$ cat src/rtl/des_dec_key_sched.sv
// Iterative DES key schedule: one PC-2 subkey per handshake, K16..K1 (DECRYPT=1) or K1..K16 (DECRYPT=0).
// First subkey is valid one cycle after key acceptance; C/D and round_idx hold while subkey_ready is low.
module des_dec_key_sched #(
  parameter bit DECRYPT = 1'b1
) (
  input  logic        clk,
  input  logic        rst,
  input  logic [1:64] key_in,
  input  logic        key_valid,
  output logic        key_ready,
  output logic [1:48] subkey_out,
  output logic        subkey_valid,
  input  logic        subkey_ready,
  output logic [3:0]  round_idx,
  output logic        last
);

  typedef enum logic {IDLE, EMIT} state_t;

  localparam int PC1 [56] = '{
    57, 49, 41, 33, 25, 17,  9,  1, 58, 50, 42, 34, 26, 18,
    10,  2, 59, 51, 43, 35, 27, 19, 11,  3, 60, 52, 44, 36,
    63, 55, 47, 39, 31, 23, 15,  7, 62, 54, 46, 38, 30, 22,
    14,  6, 61, 53, 45, 37, 29, 21, 13,  5, 28, 20, 12,  4
  };

  localparam int PC2 [48] = '{
    14, 17, 11, 24,  1,  5,  3, 28, 15,  6, 21, 10,
    23, 19, 12,  4, 26,  8, 16,  7, 27, 20, 13,  2,
    41, 52, 31, 37, 47, 55, 30, 40, 51, 45, 33, 48,
    44, 49, 39, 56, 34, 53, 46, 42, 50, 36, 29, 32
  };

  // Round 16 is encoded as 0, so the final round differs by direction.
  localparam logic [3:0] LAST_IDX = DECRYPT ? 4'd1 : 4'd0;

  state_t      state_q, state_d;
  logic [27:0] c_q, c_d, d_q, d_d;
  logic [27:0] c0_q, d0_q;
  logic [3:0]  round_q, round_d;
  logic [55:0] cd0;

  // Internal vectors keep DES bit 1 at the MSB.
  function automatic logic [55:0] pc1(input logic [63:0] k);
    logic [55:0] r;
    r = '0;
    for (int i = 0; i < 56; i++) r[6'(55 - i)] = k[6'(64 - PC1[i])];
    return r;
  endfunction

  function automatic logic [47:0] pc2(input logic [55:0] cd);
    logic [47:0] r;
    r = '0;
    for (int i = 0; i < 48; i++) r[6'(47 - i)] = cd[6'(56 - PC2[i])];
    return r;
  endfunction

  function automatic logic two_shift(input logic [3:0] r);
    return !(r == 4'd1 || r == 4'd2 || r == 4'd9 || r == 4'd0);
  endfunction

  function automatic logic [27:0] rotl(input logic [27:0] x, input logic two);
    return two ? {x[25:0], x[27:26]} : {x[26:0], x[27]};
  endfunction

  function automatic logic [27:0] rotr(input logic [27:0] x, input logic two);
    return two ? {x[1:0], x[27:2]} : {x[0], x[27:1]};
  endfunction

  assign cd0        = pc1(key_in);
  assign subkey_out = pc2({c_q, d_q});
  assign round_idx  = round_q;

  always_comb begin
    state_d      = state_q;
    c_d          = c_q;
    d_d          = d_q;
    round_d      = round_q;
    key_ready    = 1'b0;
    subkey_valid = 1'b0;
    last         = (state_q == EMIT) && (round_q == LAST_IDX);
    unique case (state_q)
      IDLE: begin
        key_ready = 1'b1;
        if (key_valid) begin
          // Decrypt starts at C16/D16, which equal C0/D0 after 28 total rotations.
          if (DECRYPT) begin
            c_d     = cd0[55:28];
            d_d     = cd0[27:0];
            round_d = 4'd0;
          end else begin
            c_d     = rotl(cd0[55:28], 1'b0);
            d_d     = rotl(cd0[27:0], 1'b0);
            round_d = 4'd1;
          end
          state_d = EMIT;
        end
      end
      EMIT: begin
        subkey_valid = 1'b1;
        if (subkey_ready) begin
          if (last) begin
            state_d = IDLE;
          end else if (DECRYPT) begin
            c_d     = rotr(c_q, two_shift(round_q));
            d_d     = rotr(d_q, two_shift(round_q));
            round_d = round_q - 4'd1;
          end else begin
            c_d     = rotl(c_q, two_shift(round_q + 4'd1));
            d_d     = rotl(d_q, two_shift(round_q + 4'd1));
            round_d = round_q + 4'd1;
          end
        end
      end
      default: state_d = IDLE;
    endcase
  end

  always_ff @(posedge clk) begin
    if (rst) begin
      state_q <= IDLE;
      c_q     <= '0;
      d_q     <= '0;
      round_q <= '0;
      c0_q    <= '0;
      d0_q    <= '0;
    end else begin
      state_q <= state_d;
      c_q     <= c_d;
      d_q     <= d_d;
      round_q <= round_d;
      if (key_ready && key_valid) begin
        c0_q <= cd0[55:28];
        d0_q <= cd0[27:0];
      end
    end
  end

  // A full forward pass rotates each half by 28, landing back on the PC-1 output.
  always_ff @(posedge clk) begin
    if (!rst && !DECRYPT && last) begin
      wrap_check: assert (c_q == c0_q && d_q == d0_q);
    end
  end

endmodule

$ cat config.mk
export PLATFORM = sky130hd
export DESIGN_NAME = des_dec_key_sched
export DESIGN_NICKNAME = d
export VERILOG_FILES = /design/src/rtl/des_dec_key_sched.sv
export SDC_FILE = /design/constraint.sdc
export NUM_CORES = 1
export LEC_CHECK = 0
export CELL_PAD_IN_SITES_DETAIL_PLACEMENT = 1
export CELL_PAD_IN_SITES_GLOBAL_PLACEMENT = 1
export CORE_AREA = 2 2 92 112
export DETAILED_ROUTE_END_ITERATION = 16
export DIE_AREA = 0 0 94 114
export PLACE_DENSITY_LB_ADDON = 0.08
export SYNTH_ARGS = -nofsm -noshare
export SYNTH_HDL_FRONTEND = slang
export SYNTH_SLANG_ARGS = --single-unit
$ cat constraint.sdc
create_clock -name clk -period 3.05 [get_ports clk]
set_input_delay 0.305 -clock clk [delete_from_list [all_inputs] [get_ports clk]]
set_output_delay 0.305 -clock clk [all_outputs]
set_load 0.01 [all_outputs]
Word level (Yosys, flattened, before mapping)
Cells that the tools add are included.
{ "word_totals": {"ff_bits": 61, "in_bits": 68, "output_inout_bits": 55, "word_cells": 38} }
{ "classes": {"addsub": 1, "n_eq_ne": 6, "muxes": 20, "bitwise": 1, "n_reduce_logical": 6} }
{ "op_table": {"columns": ["operator", "count"], "rows": [
  ["two-way mux 28 bit", 8],
  ["one-hot mux 28 bit (2 select lines)", 2],
  ["two-way mux 4 bit", 3],
  ["one-hot mux 4 bit (2 select lines)", 1],
  ["!= test 2 bit (second input constant)", 3],
  ["two-way mux 1 bit", 5],
  ["equality test 4 x 1 -> 1 bit (second input constant)", 1],
  ["equality test 4 x 2 -> 1 bit (second input constant)", 1],
  ["equality test 4 bit (second input constant)", 1],
  ["logical NOT 4 bit", 1],
  ["subtractor 4 x 1 -> 4 bit (second input constant)", 1],
  ["logical OR 1 bit", 3],
  ["AND reduction 3 bit", 1],
  ["one-hot mux 1 bit (2 select lines)", 1],
  ["logical AND 1 bit", 1],
  ["NOT 1 bit", 1]
]} }

Logic depth before layout (Yosys ltp)
{ "logic_depth": {"ltp_word": 8, "ltp_mapped": 8, "ltp_nobuf": 6} }

Worst setup path before layout
OpenSTA, ideal clock, no wires.
{ "synth_timing": {"path_type": "register to register", "start": "register round_q[1] (netlist: round_idx[1])", "end": "register c_q[1]", "setup_ns": 0.083, "t_arrival_ns": 1.625, "required_time_ns": 2.967, "setup_slack_ns": 1.343, "stages_incl_launch_ff": 8, "path_buffers": 2, "synth_period_minus_slack_ns": 1.707, "cell_sequence": "dfxtp_1 inv_1 ha_1 nor3b_4 or3_1 clkbuf_1 buf_2 o221ai_1"} }
{ "synth_between": {"elab_chain_cells": 8, "word_cells_on_any_way": 14, "cone_classes": "eq/ne: 4; mux: 4; reduce/logical: 6"} }
{ "synth_lines": {"columns": ["item", "line_no", "text"], "rows": [
  ["from (decl)", "40", "logic [3:0] round_q, round_d;"],
  ["from (signal assigned)", "131", "round_q <= round_d;"],
  ["equality test 4 x 1 -> 1 bit or equality test 4 x 2 -> 1 bit (tied branches)", "59, 81", null],
  ["logical OR 1 bit (3 in series)", "59", "return !(r == 4'd1 || r == 4'd2 || r == 4'd9 || r == 4'd0);"],
  ["two-way mux 28 bit", "67", "return two ? {x[1:0], x[27:2]} : {x[0], x[27:1]};"],
  ["two-way mux 28 bit", "102", "if (last) begin"],
  ["two-way mux 28 bit", "101", "if (subkey_ready) begin"],
  ["one-hot mux 28 bit (2 select lines)", "82", "unique case (state_q)"],
  ["to (signal assigned)", "122", "c_q <= '0;"],
  ["to (signal assigned)", "129", "c_q <= c_d;"],
  ["to (decl)", "38", "logic [27:0] c_q, c_d, d_q, d_d;"]
]} }
Parallel ways exist; a longest one is shown, timed or not. The select of a mux whose other input is x is not followed.
A chain may end at the register's enable or synchronous reset.

Worst setup path in the final report
{ "layout_timing": {"start": "register round_q[0] (netlist: round_idx[0])", "end": "output last"} }
{ "layout_between": {"elab_chain_cells": 2} }
{ "layout_lines": {"columns": ["item", "line_no", "text"], "rows": [
  ["equality test 4 x 1 -> 1 bit", "81", "last = (state_q == EMIT) && (round_q == LAST_IDX);"],
  ["logical AND 1 bit", "81", null],
  ["to (decl)", "15", "output logic last"]
]} }
Every way passes these cells.

==> metrics <==
maximum vdd drop=roughly 0.00023 V; DR DRC count=0; worst hold path type=flip-flop to flip-flop; core area=approximately 0.01 mm^2; Worst Max-Slew Pin Slew=between 0.7 and 0.8 ns; post-CTS setup buffer count=0; commonest cells after routing, fill and taps aside=61 x dfxtp_1, 56 x mux2i_1, 51 x clkdlybuf4s50_1; Pleak=approximately 1.6 nW; Startpoint Class=flip-flop; ratio of cells with drive above 1 in the final layout=between 8 and 9%; routed vias/inst=roughly 5; Pwr Total=2.26 mW; FF-to-FF path depth=5; Die Height=about 110 um; Initial Util=34.9%; worst hold stages=2; RR Startpoint=round_idx[0]; Max Slew Vio Count=0; DR iter-0 viols=80; Mean Syn Cell Area=approximately 9.5 um^2; htree depth=3; synthesized flop and latch total=61; hold path startpoint=c_q[16]; FF-to-FF setup slack=approximately 1.1 ns; status=finished, final reports clean; Final Hold Violating Endpoints=0; Antenna Cells=0; slew margin rel.=a little under half; RSZ-0062 raised after global routing=false; crit path kind=flip-flop to primary output; period utilization=between 70 and 80%; Synth Warn #=0; crit-path cells=ha_1, inv_1, or3_1, nor2_1, clkdlybuf4s50_1; leading area contributor after synthesis=dfxtp_1; CTS root buffer=clkbuf_16; most common cell after layout, fill and taps aside=dfxtp_1; Seq/Total Area, Yosys=35.8%; global route overflow=0; Final min period=between 2 and 2.5 ns; Peak Freq=between 0.4 and 0.5 GHz; Clock Path Buffers=2; first-pass GRT wire length=12900 um; Chip Width=94 um; dpl ws=between 0.9 and 1 ns; vias in the first global route=between 2000 and 2500; total negative slack=0 ns; Final Setup Violations=0; Pwr Density=between 500 and 600 mW/mm^2; area share of the largest cell type after synthesis=a little over a third; Sink Count=61; CP max-delay cell=clkdlybuf4s50_1; Post-synth EDFFs=0; worst-skew pair later-pin latency=0.32 ns; cts bufs inserted=9; worst path arrival time=between 1.5 and 2 ns; crit-path max cell delay=~0.54 ns; skew final=0.00242 ns; Final ANT Viol Nets=0; Vias=2541; DIE AREA=0.0107 mm^2; largest net degree at the start of global routing=78; CTS resizes=0; hpwl dp=4860 um; drt first pass iters=4; Crit. Startpoint=round_idx[0]; Tot GR Track Use=roughly 15%; Core Rows=40; CTS tree=yes; Crit path required time=~2.7 ns; Synth area leaders=dfxtp_1 36%, mux2i_1 16%, buf_4 11%, a211oi_1 8.8%, a21oi_1 5.9%; Post-Syn Area=~0.0034 mm^2; Hold Buf Count CTS=0; Critical Path Sink Type=primary output; Mapped Cells=359; Final nets=~440; initial antenna violation count=0; ys async rst share=0%; GP Congestion=slightly below 0.7; Unique masters post-synth=32; Primary FF master, synth=dfxtp_1; max cap viols=0; area delta synth->final=16.2%; Port Buf Inserts=52; clock slew at reported path FFs=about 0.05 ns; wire length per cell=around 16 um; final worst slack=between 0.7 and 0.8 ns; Ports=between 100 and 150; final WL=roughly 8000 um; worst-path maximum fanout=5
sequential cells by signal (all words and copies together) (netlist names):
register and flops:
c_q 28, d_q 28, round_idx 4, state_q 1
layer usage:
metal / part of all wire (%) / track usage [%] / wire (um)
met5: 0 / 0 / 0
met4: 0.85 / 5.80 / 68
met3: 3.8 / 3.57 / 303
met2: 47 / 23.2 / 3750
met1: 48 / 21.1 / 3870
through the flow:
step           util [%]  hold slack, ns  instances  instance area [um^2]
3_3_place_gp       37.8           0.529        485                  3680
3_5_place_dp       37.8           0.540        485                  3680
4_1_cts            40.6           0.545        501                  3960
6_report           40.6           0.542        501                  3960
5_1_grt            40.6           0.574        501                  3960
2_1_floorplan         -           0.458        380                  3490
cells by family (layout without fill, tap and decap cells):
family | Yosys count | after routing | synth area share (%)
buffers and inverters | 84 | 79 | 16.6
adder cells (fa/ha/maj) | 3 | 3 | 1.10
XOR/XNOR | 2 | 2 | 0.514
AND/OR/NAND/NOR | 50 | 50 | 9.00
AO/OA/AOI/OAI | 101 | 101 | 20.0
other | 1 | 22 | 0.110
multiplexers | 57 | 57 | 16.8
flip-flops | 61 | 61 | 35.8
where the power goes:
group	total [mW]	switching, mW	internal, mW	leakage (nW)
Sequential	0.897	0.0488	0.848	0.499
Combinational	0.430	0.224	0.206	0.960
Clock	0.932	0.339	0.594	0.134
layout make-up:
type | instances | area, um^2
well taps | 126 | 158
repair buffers | 59 | 581
multi-input cells | 235 | 1710
clock inverters | 1 | 5.00
clock buffers | 15 | 268
flip-flops and latches | 61 | 1220
inverters | 4 | 15.0
fillers | 1115 | 5800
worst paths after layout:
path,endpoint
worst min-delay path,c_q[16]
worst min register to register,c_q[16]
worst max register to register,d_q[26]
worst max-delay path,last
critical path: cells and delay by family (launching register included):
kind	cells	cell delay, ns
buffers and inverters	2	0.61
DFF	1	0.41
and+or+nand+nor	2	0.44
adders and majority gates	1	0.20
cell usage after synthesis (all sizes together) (4+ instances only):
cell	count
dfxtp	61
buf	59
mux2i	56
a21oi	41
a211oi	40
clkbuf	21
nand2	18
o221ai	16
or3b	16
nor2	5
inv	4
nor3	4
No activity file was read; power rests on OpenSTA's default activity.
